### src/rtl/arb_frame_parser.sv
// rtl/arb_frame_parser.sv - validating frame parser and min/max spread evaluator for N exchange prices
//
// Frame format: HEADER, N_EXCH big-endian prices of PRICE_BYTES each, XOR checksum, FOOTER.
// Ports:
//   clk, rst          clock, asynchronous active-low reset
//   rx_data, rx_valid received byte and its one-cycle qualifier
//   prices            last good frame's prices, exchange k at [k*PW +: PW]
//   buy_idx, sell_idx index of the minimum / maximum price (lowest index wins ties)
//   spread            max price minus min price
//   profitable        spread > MIN_SPREAD
//   out_valid         one-cycle pulse when results are published
//   frame_err         one-cycle pulse when a frame is rejected
//   err_code          1 checksum, 2 footer, 3 timeout; held until the next error

module arb_frame_parser #(
   parameter int                       N_EXCH         = 2,
   parameter int                       PRICE_BYTES    = 2,
   parameter logic [7:0]               HEADER         = 8'hAA,
   parameter logic [7:0]               FOOTER         = 8'h55,
   parameter int                       TIMEOUT_CYCLES = 50000,
   parameter logic [8*PRICE_BYTES-1:0] MIN_SPREAD     = '0,
   localparam int                      PW             = 8 * PRICE_BYTES,
   localparam int                      IW             = (N_EXCH > 2) ? $clog2(N_EXCH) : 1
) (
   input  logic                   clk,
   input  logic                   rst,
   input  logic [7:0]             rx_data,
   input  logic                   rx_valid,
   output logic [N_EXCH*PW-1:0]   prices,
   output logic [IW-1:0]          buy_idx,
   output logic [IW-1:0]          sell_idx,
   output logic [PW-1:0]          spread,
   output logic                   profitable,
   output logic                   out_valid,
   output logic                   frame_err,
   output logic [1:0]             err_code
);

   localparam int BW = (PRICE_BYTES > 1) ? $clog2(PRICE_BYTES) : 1;
   localparam int TW = $clog2(TIMEOUT_CYCLES + 1);

   typedef enum logic [2:0] {
      S_IDLE,
      S_PRICE,
      S_CHECK,
      S_FOOT,
      S_SCAN,
      S_DONE
   } state_t;

   state_t                 state_q, state_d;
   logic [IW-1:0]          pidx_q, pidx_d;        // exchange being received
   logic [BW-1:0]          bidx_q, bidx_d;        // byte within the current price
   logic [7:0]             csum_q, csum_d;
   logic [TW-1:0]          tmo_q, tmo_d;
   logic [N_EXCH*PW-1:0]   shadow_q, shadow_d;
   logic [IW-1:0]          scan_q, scan_d;
   logic [PW-1:0]          min_q, min_d;
   logic [PW-1:0]          max_q, max_d;
   logic [IW-1:0]          min_idx_q, min_idx_d;
   logic [IW-1:0]          max_idx_q, max_idx_d;

   logic [N_EXCH*PW-1:0]   prices_q, prices_d;
   logic [IW-1:0]          buy_idx_q, buy_idx_d;
   logic [IW-1:0]          sell_idx_q, sell_idx_d;
   logic [PW-1:0]          spread_q, spread_d;
   logic                   profitable_q, profitable_d;
   logic                   out_valid_q, out_valid_d;
   logic                   frame_err_q, frame_err_d;
   logic [1:0]             err_code_q, err_code_d;

   logic                   in_frame;
   logic [PW-1:0]          cur_price;
   logic [PW-1:0]          min_n, max_n, spread_n;
   logic [IW-1:0]          min_idx_n, max_idx_n;

   assign in_frame = (state_q == S_PRICE) || (state_q == S_CHECK) || (state_q == S_FOOT);

   // Shadow price currently under comparison during SCAN.
   always_comb begin
      cur_price = '0;
      for (int k = 0; k < N_EXCH; k++) begin
         if (scan_q == IW'(k)) begin
            cur_price = shadow_q[k*PW +: PW];
         end
      end
   end

   // Running min/max including this cycle's candidate; index 0 seeds both.
   always_comb begin
      min_n     = min_q;
      max_n     = max_q;
      min_idx_n = min_idx_q;
      max_idx_n = max_idx_q;
      if (scan_q == '0) begin
         min_n     = cur_price;
         max_n     = cur_price;
         min_idx_n = '0;
         max_idx_n = '0;
      end else begin
         if (cur_price < min_q) begin
            min_n     = cur_price;
            min_idx_n = scan_q;
         end
         if (cur_price > max_q) begin
            max_n     = cur_price;
            max_idx_n = scan_q;
         end
      end
      spread_n = max_n - min_n;
   end

   always_comb begin
      state_d      = state_q;
      pidx_d       = pidx_q;
      bidx_d       = bidx_q;
      csum_d       = csum_q;
      tmo_d        = tmo_q;
      shadow_d     = shadow_q;
      scan_d       = scan_q;
      min_d        = min_q;
      max_d        = max_q;
      min_idx_d    = min_idx_q;
      max_idx_d    = max_idx_q;
      prices_d     = prices_q;
      buy_idx_d    = buy_idx_q;
      sell_idx_d   = sell_idx_q;
      spread_d     = spread_q;
      profitable_d = profitable_q;
      out_valid_d  = 1'b0;
      frame_err_d  = 1'b0;
      err_code_d   = err_code_q;

      case (state_q)
         S_IDLE: begin
            if (rx_valid && (rx_data == HEADER)) begin
               state_d = S_PRICE;
               pidx_d  = '0;
               bidx_d  = '0;
               csum_d  = '0;
               tmo_d   = '0;
            end
         end

         S_PRICE: begin
            if (rx_valid) begin
               // MSB-first within a price: byte j lands at slot PRICE_BYTES-1-j.
               for (int k = 0; k < N_EXCH; k++) begin
                  for (int j = 0; j < PRICE_BYTES; j++) begin
                     if ((pidx_q == IW'(k)) && (bidx_q == BW'(j))) begin
                        shadow_d[k*PW + (PRICE_BYTES-1-j)*8 +: 8] = rx_data;
                     end
                  end
               end
               csum_d = csum_q ^ rx_data;
               if (bidx_q == BW'(PRICE_BYTES-1)) begin
                  bidx_d = '0;
                  if (pidx_q == IW'(N_EXCH-1)) begin
                     state_d = S_CHECK;
                  end else begin
                     pidx_d = pidx_q + IW'(1);
                  end
               end else begin
                  bidx_d = bidx_q + BW'(1);
               end
            end
         end

         S_CHECK: begin
            if (rx_valid) begin
               if (rx_data == csum_q) begin
                  state_d = S_FOOT;
               end else begin
                  state_d     = S_IDLE;
                  frame_err_d = 1'b1;
                  err_code_d  = 2'd1;
               end
            end
         end

         S_FOOT: begin
            if (rx_valid) begin
               if (rx_data == FOOTER) begin
                  state_d = S_SCAN;
                  scan_d  = '0;
               end else begin
                  state_d     = S_IDLE;
                  frame_err_d = 1'b1;
                  err_code_d  = 2'd2;
               end
            end
         end

         S_SCAN: begin
            min_d     = min_n;
            max_d     = max_n;
            min_idx_d = min_idx_n;
            max_idx_d = max_idx_n;
            if (scan_q == IW'(N_EXCH-1)) begin
               // Results are registered here so they appear together with out_valid in DONE.
               state_d      = S_DONE;
               prices_d     = shadow_q;
               buy_idx_d    = min_idx_n;
               sell_idx_d   = max_idx_n;
               spread_d     = spread_n;
               profitable_d = (spread_n > MIN_SPREAD);
               out_valid_d  = 1'b1;
            end else begin
               scan_d = scan_q + IW'(1);
            end
         end

         S_DONE: begin
            state_d = S_IDLE;
         end

         default: begin
            state_d = S_IDLE;
         end
      endcase

      // Inter-byte watchdog; an arriving byte always takes priority over expiry.
      if (in_frame) begin
         if (rx_valid) begin
            tmo_d = '0;
         end else if (tmo_q == TW'(TIMEOUT_CYCLES)) begin
            state_d     = S_IDLE;
            frame_err_d = 1'b1;
            err_code_d  = 2'd3;
         end else begin
            tmo_d = tmo_q + TW'(1);
         end
      end
   end

   always_ff @(posedge clk or negedge rst) begin
      if (!rst) begin
         state_q      <= S_IDLE;
         pidx_q       <= '0;
         bidx_q       <= '0;
         csum_q       <= '0;
         tmo_q        <= '0;
         shadow_q     <= '0;
         scan_q       <= '0;
         min_q        <= '0;
         max_q        <= '0;
         min_idx_q    <= '0;
         max_idx_q    <= '0;
         prices_q     <= '0;
         buy_idx_q    <= '0;
         sell_idx_q   <= '0;
         spread_q     <= '0;
         profitable_q <= 1'b0;
         out_valid_q  <= 1'b0;
         frame_err_q  <= 1'b0;
         err_code_q   <= '0;
      end else begin
         state_q      <= state_d;
         pidx_q       <= pidx_d;
         bidx_q       <= bidx_d;
         csum_q       <= csum_d;
         tmo_q        <= tmo_d;
         shadow_q     <= shadow_d;
         scan_q       <= scan_d;
         min_q        <= min_d;
         max_q        <= max_d;
         min_idx_q    <= min_idx_d;
         max_idx_q    <= max_idx_d;
         prices_q     <= prices_d;
         buy_idx_q    <= buy_idx_d;
         sell_idx_q   <= sell_idx_d;
         spread_q     <= spread_d;
         profitable_q <= profitable_d;
         out_valid_q  <= out_valid_d;
         frame_err_q  <= frame_err_d;
         err_code_q   <= err_code_d;
      end
   end

   assign prices     = prices_q;
   assign buy_idx    = buy_idx_q;
   assign sell_idx   = sell_idx_q;
   assign spread     = spread_q;
   assign profitable = profitable_q;
   assign out_valid  = out_valid_q;
   assign frame_err  = frame_err_q;
   assign err_code   = err_code_q;

endmodule

### config.mk
export PLATFORM = sky130hd
export DESIGN_NAME = arb_frame_parser
export DESIGN_NICKNAME = d
export VERILOG_FILES = /design/src/rtl/arb_frame_parser.sv
export SDC_FILE = /design/constraint.sdc
export NUM_CORES = 1
export LEC_CHECK = 0
export ABC_AREA = 0
export BUFFER_PORTS_ARGS = -buffer_cell sky130_fd_sc_hd__buf_2
export CAP_MARGIN = 20
export CORE_ASPECT_RATIO = 1.25
export CORE_MARGIN = 4
export CORE_UTILIZATION = 25
export DETAILED_ROUTE_END_ITERATION = 8
export HOLD_SLACK_MARGIN = 0.15
export PLACE_DENSITY = 0.5
export SLEW_MARGIN = 20
export SYNTH_ARGS = -nofsm -noshare
export SYNTH_HDL_FRONTEND = slang
export SYNTH_SLANG_ARGS = --single-unit
export TNS_END_PERCENT = 10
### constraint.sdc
create_clock -name clk -period 7.8 [get_ports clk]
set_input_delay 1.17 -clock clk [delete_from_list [all_inputs] [get_ports clk]]
set_output_delay 1.17 -clock clk [all_outputs]
set_load 0.005 [all_outputs]
---- Word-level counts from Yosys, hierarchy flattened ----
Index checks and enable logic that the tools add are counted.
storage, ports and cells
  register bits ........................... 151
  input port bits ......................... 11
  memory bits (writable) .................. 0
  memories ................................ 0
  ROM bits ................................ 0
  latch bits .............................. 0
  logic and storage cells ................. 124
cells by class
  bitwise gates (word level) .............. 3
  shift operators ......................... 0
  add/subtract/negate cells ............... 5
  divide/modulo/power cells ............... 0
  magnitude comparators ................... 3
  reductions and logical operators ........ 18
  muxes and demuxes ....................... 60
  eq/ne operators ......................... 13
  multiply operators ...................... 0
operators with widths
  operator                                                                number
  16-bit two-way mux                                                      10
  3-bit two-way mux                                                       11
  1-bit two-way mux                                                       22
  3-bit AND reduction                                                     6
  16-bit by 1-bit adder with 16-bit output (second input constant)        1
  16-bit equality test (second input constant)                            1
  16-bit by 1-bit > comparator with 1-bit output (second input constant)  1
  16-bit > comparator                                                     1
  16-bit less-than comparator                                             1
  2-bit two-way mux                                                       8
  8-bit two-way mux                                                       2
  8-bit case mux with 2 select lines                                      1
  16-bit subtractor                                                       1
  3-bit case mux with 5 select lines                                      1
  8-bit by 7-bit equality test with 1-bit output (second input constant)  1
  8-bit equality test                                                     1
  8-bit equality test (second input constant)                             1
  2-bit != test (second input constant)                                   4
  1-bit case mux with 2 select lines                                      4
  8-bit bitwise XOR                                                       1
  3-bit by 2-bit equality test with 1-bit output (second input constant)  2
  1-bit logical AND                                                       5
  2-bit case mux with 2 select lines                                      1
  4-bit AND reduction                                                     1
  9 further kinds                                                         14

---- Depth between registers and ports, before layout ----
  depth after elaboration ................. 7
  gate-level depth with buffers ........... 23

---- Worst setup path after synthesis ----
OpenSTA, ideal clock, no wires.
  path kind ............................... register -> register
  from .................................... reg scan_q
  to ...................................... reg profitable_q, in the netlist profitable
  clock period less this slack ............ 5159 ps
  path buffers ............................ 3
  arrival ................................. 5017 ps
  cell stages (with the launch flop) ...... 22
  data required time ...................... 7658 ps
  path slack .............................. 2641 ps
  library setup time ...................... 142 ps
  path through ............................ dfrtp_1 clkbuf_4 buf_1 mux2_2 ha_1 nand4_1 nor4_1 a22oi_2 a21oi_4 buf_2 mux2i_1 ha_1 inv_1 fa_1 a211oi_2 o21bai_1 a211oi_1 o31ai_1 xnor2_1 nand2_1 nor4_2 a41oi_1
between the ends
  longest elaborated chain between the ends .. 6
  elaborated cells on any way between the ends .. 10
  those cells by class .................... add/sub (1); order compare (3); mux (5); reduce/logical (1)
RTL lines
  what                                                RTL line  RTL
  start: declaration                                  57        logic [IW-1:0] scan_q, scan_d;
  start signal: assignment                            264       scan_q <= scan_d;
  16-bit two-way mux                                  83        if (scan_q == IW'(k)) begin
  16-bit less-than comparator                         101       if (cur_price < min_q) begin
  16-bit two-way mux                                  101
  16-bit two-way mux (*)                              95        if (scan_q == '0) begin
  net min_n[0]                                        74        logic [PW-1:0] min_n, max_n, spread_n;
  16-bit subtractor (*)                               110       spread_n = max_n - min_n;
  16-bit by 1-bit > comparator with 1-bit output (*)  206       profitable_d = (spread_n > MIN_SPREAD);
  end signal: assignment                              273       profitable_q <= profitable_d;
  end: declaration                                    67        logic profitable_q, profitable_d;
The timed path passes the listed nets; every way through them passes the cells marked *.
A chain may end at the register's enable or synchronous reset.

---- Final worst setup path ----
Same ends and word-level chain as after synthesis.

==> results.cfg <==
[drt]
wl_per_cell_um = 16.6
routed_via_density = 4.68
ant_nets = 0
dr.pass1.iters = 5
vias = 6253
wl_mm = 22.2
first_iter_violations = 465
drcViolationCount = 0

[yosys]
syn_area_um2 = 8360
synth_top_area_cell = dfrtp_1
yosys-top-cells-area = dfrtp_1 (45%), nand2_1 (7.6%), mux2_2 (7.5%)
synth_edf_count = 0
synth_top_cell_area_share_pct = 45.2
synth_seq_cells = 151
yosysUniqueCellTypes = 75
ys.flop_type = dfrtp_1
yosysSeqAreaShare_pct = 45.2
yosysWarnings = 0
synth.net_count = 913
avgSynthCellArea_um2 = 9.80
synthCells = 853
async_reset_ff_share_pct = 100

[sta]
finalSetupViolCount = 0
fin_tns_setup_ps = 0
worstMarginPinSlew_ps = 1000
rsz0062_at_grt = no
drv_slew = 0
hold_violations = 0
fmax_ghz = 0.166
fin_crit_sh_pct = 77.1
max-slew-margin-rel_pct = 33.1
finalWorstSetupSlack_ps = 1790
finClkSkew_ps = 9.21
post-route-min-period_ps = 6010

[final_layout]
diodes = 0
fin_cells = 1336
areaGrowthSynthToFinish_pct = 16.0
layout-drive-gt1-share_pct = 19.2
layout.cells.most_common = nand2_1
layout_common_cells = nand2_1 (170), dfrtp_1 (151), buf_2 (64), nor2_1 (58), mux2_2 (56)
final_nets = 966

[place]
globalplace.congestion = 0.839
placed_cells = 1305
place_ws_ps = 1780
post-dp-hpwl_mm = 16.1
io_buffers = 65

[global_routing]
grt_pass1_vias = 6394
track_usage_pct = 12.6
antenna_found_initial = 0
grt_max_degree = 93
grt_overflow_total = 0
grt_pass1_wl_mm = 36.1

[floorplan]
coreArea_um2 = 32900
die_h_um = 212
die_area_um2 = 36400
rows = 74
boundaryPins = 66
fp.dieW_um = 172
initial_utilization_pct = 25.4

[worst_setup_path]
cp.arrival_ps = 6280
critPathCaptureType = flip-flop
start_kind = flip-flop
setup.worst_path.class = reg2reg
cp_max_fo = 21
cp.required_ps = 8070

[power]
peakVddDrop_mv = 0.148
p_per_area_nw_per_um2 = 259
p_leak_nw = 4.84
total_power_mw = 2.51

[clocking]
clk_latency_ps = 420
cts_inserted_buffers = 17
clk_pin_slew_ps = 60
cts_hold_buf = 0
ctsResizeCount = 0
clockBufferDepth = 2
postCtsSetupBuffers = 0
htree_levels = 4
clock-sinks = 151
cts.root.buffer_cell = clkbuf_16
cts_tree = yes

[run]
cap_violations = 0

[min_path]
hp-class = reg2reg

[status]
status = completed
==> report_power, final <==
part / internal [mW] / total (mW) / switching (mW)
Sequential: 0.873 / 0.980 / 0.107
Combinational: 0.305 / 0.671 / 0.366
Clock: 0.521 / 0.861 / 0.340
==> path summary, 6_finish.rpt <==
check,start,endpoint,slack (ps),depth (start not counted)
worst max-delay path,scan_q,profitable,1790,19
worst min-delay path,prices[25],prices[25],470,2
worst max register to register,scan_q,profitable,1790,19
worst min register to register,prices[25],prices[25],470,2
max in group asynchronous,rst,shadow_q[18],5610,2
min in group asynchronous,rst,spread[1],840,1
==> synthesized netlist by cell type, drive strengths merged (8+ instances only) <==
library cell and n:
o21ai 45, inv 42, a21oi 43, xor2 8, buf 12, mux2i 27, clkbuf 23, nor3 9
xnor2 22, nand2 170, ha 48, mux2 66, dfrtp 151, a22o 10, nand4 15, nor2 61
nand3 17
==> routing by layer <==
layer | wire length (um) | up-vias | global-route usage [%] | part of all wire [%]
met4 | 294 | 0 | 3.53 | 1.3
met5 | 0 | - | 0 | 0
met1 | 10400 | 3080 | 16.8 | 47
met3 | 632 | 14 | 2.23 | 2.8
met2 | 10900 | 91 | 20.9 | 49
li1 | - | 3068 | - | -
==> per-stage QoR <==
stage	hold WS [ps]	utilization [%]	instance area, um^2
finish	469	29.5	9700
global route	494	29.5	9700
CTS	474	29.5	9700
detailed placement	458	27.7	9090
global placement	453	27.7	9090
floorplan	450	-	8360
==> logic make-up (layout without fill, tap and decap cells) <==
| logic type | count (synthesis) | count (layout) | share of synthesized area (%) |
|---|---|---|---|
| and+or+nand+nor | 307 | 307 | 17.0 |
| DFF | 151 | 151 | 45.2 |
| AOI/OAI and AO/OA | 146 | 146 | 11.4 |
| muxes | 93 | 93 | 12.2 |
| buffers and inverters | 77 | 142 | 3.73 |
| adders and majority gates | 49 | 49 | 7.42 |
| xor gates and xnor gates | 30 | 30 | 3.14 |
==> sequential cells by signal, summed over array words and instances, names as in the netlist, 3 cells and up <==
| signal | count |
|---|---|
| max_q | 16 |
| csum_q | 8 |
| tmo_q | 16 |
| shadow_q | 32 |
| prices | 32 |
| state_q | 3 |
| min_q | 16 |
| spread | 16 |
==> layout make-up <==
cell class,count,area (um^2)
fillers,3419,23200
multi-input cells,625,4270
flip-flops and latches,151,3780
well taps,418,523
clock buffers,21,460
repair buffers,69,362
inverters,42,158
clock inverters,10,144
==> worst max-delay path, cell delays in order, from the launching register on <==
cell and delay (ps):
dfrtp_1 1010, mux2i_1 470, inv_1 160, ha_1 340, nand4_1 130, nor4_1 330
a22oi_2 150, a21oi_4 660, mux2i_1 290, ha_1 190, inv_1 50, fa_1 420
a211oi_2 290, o21bai_1 130, a211oi_1 340, o31ai_1 140, xnor2_1 200, nand2_1 90
nor4_2 300, a41oi_1 160
(Power assumes the default switching activity.)
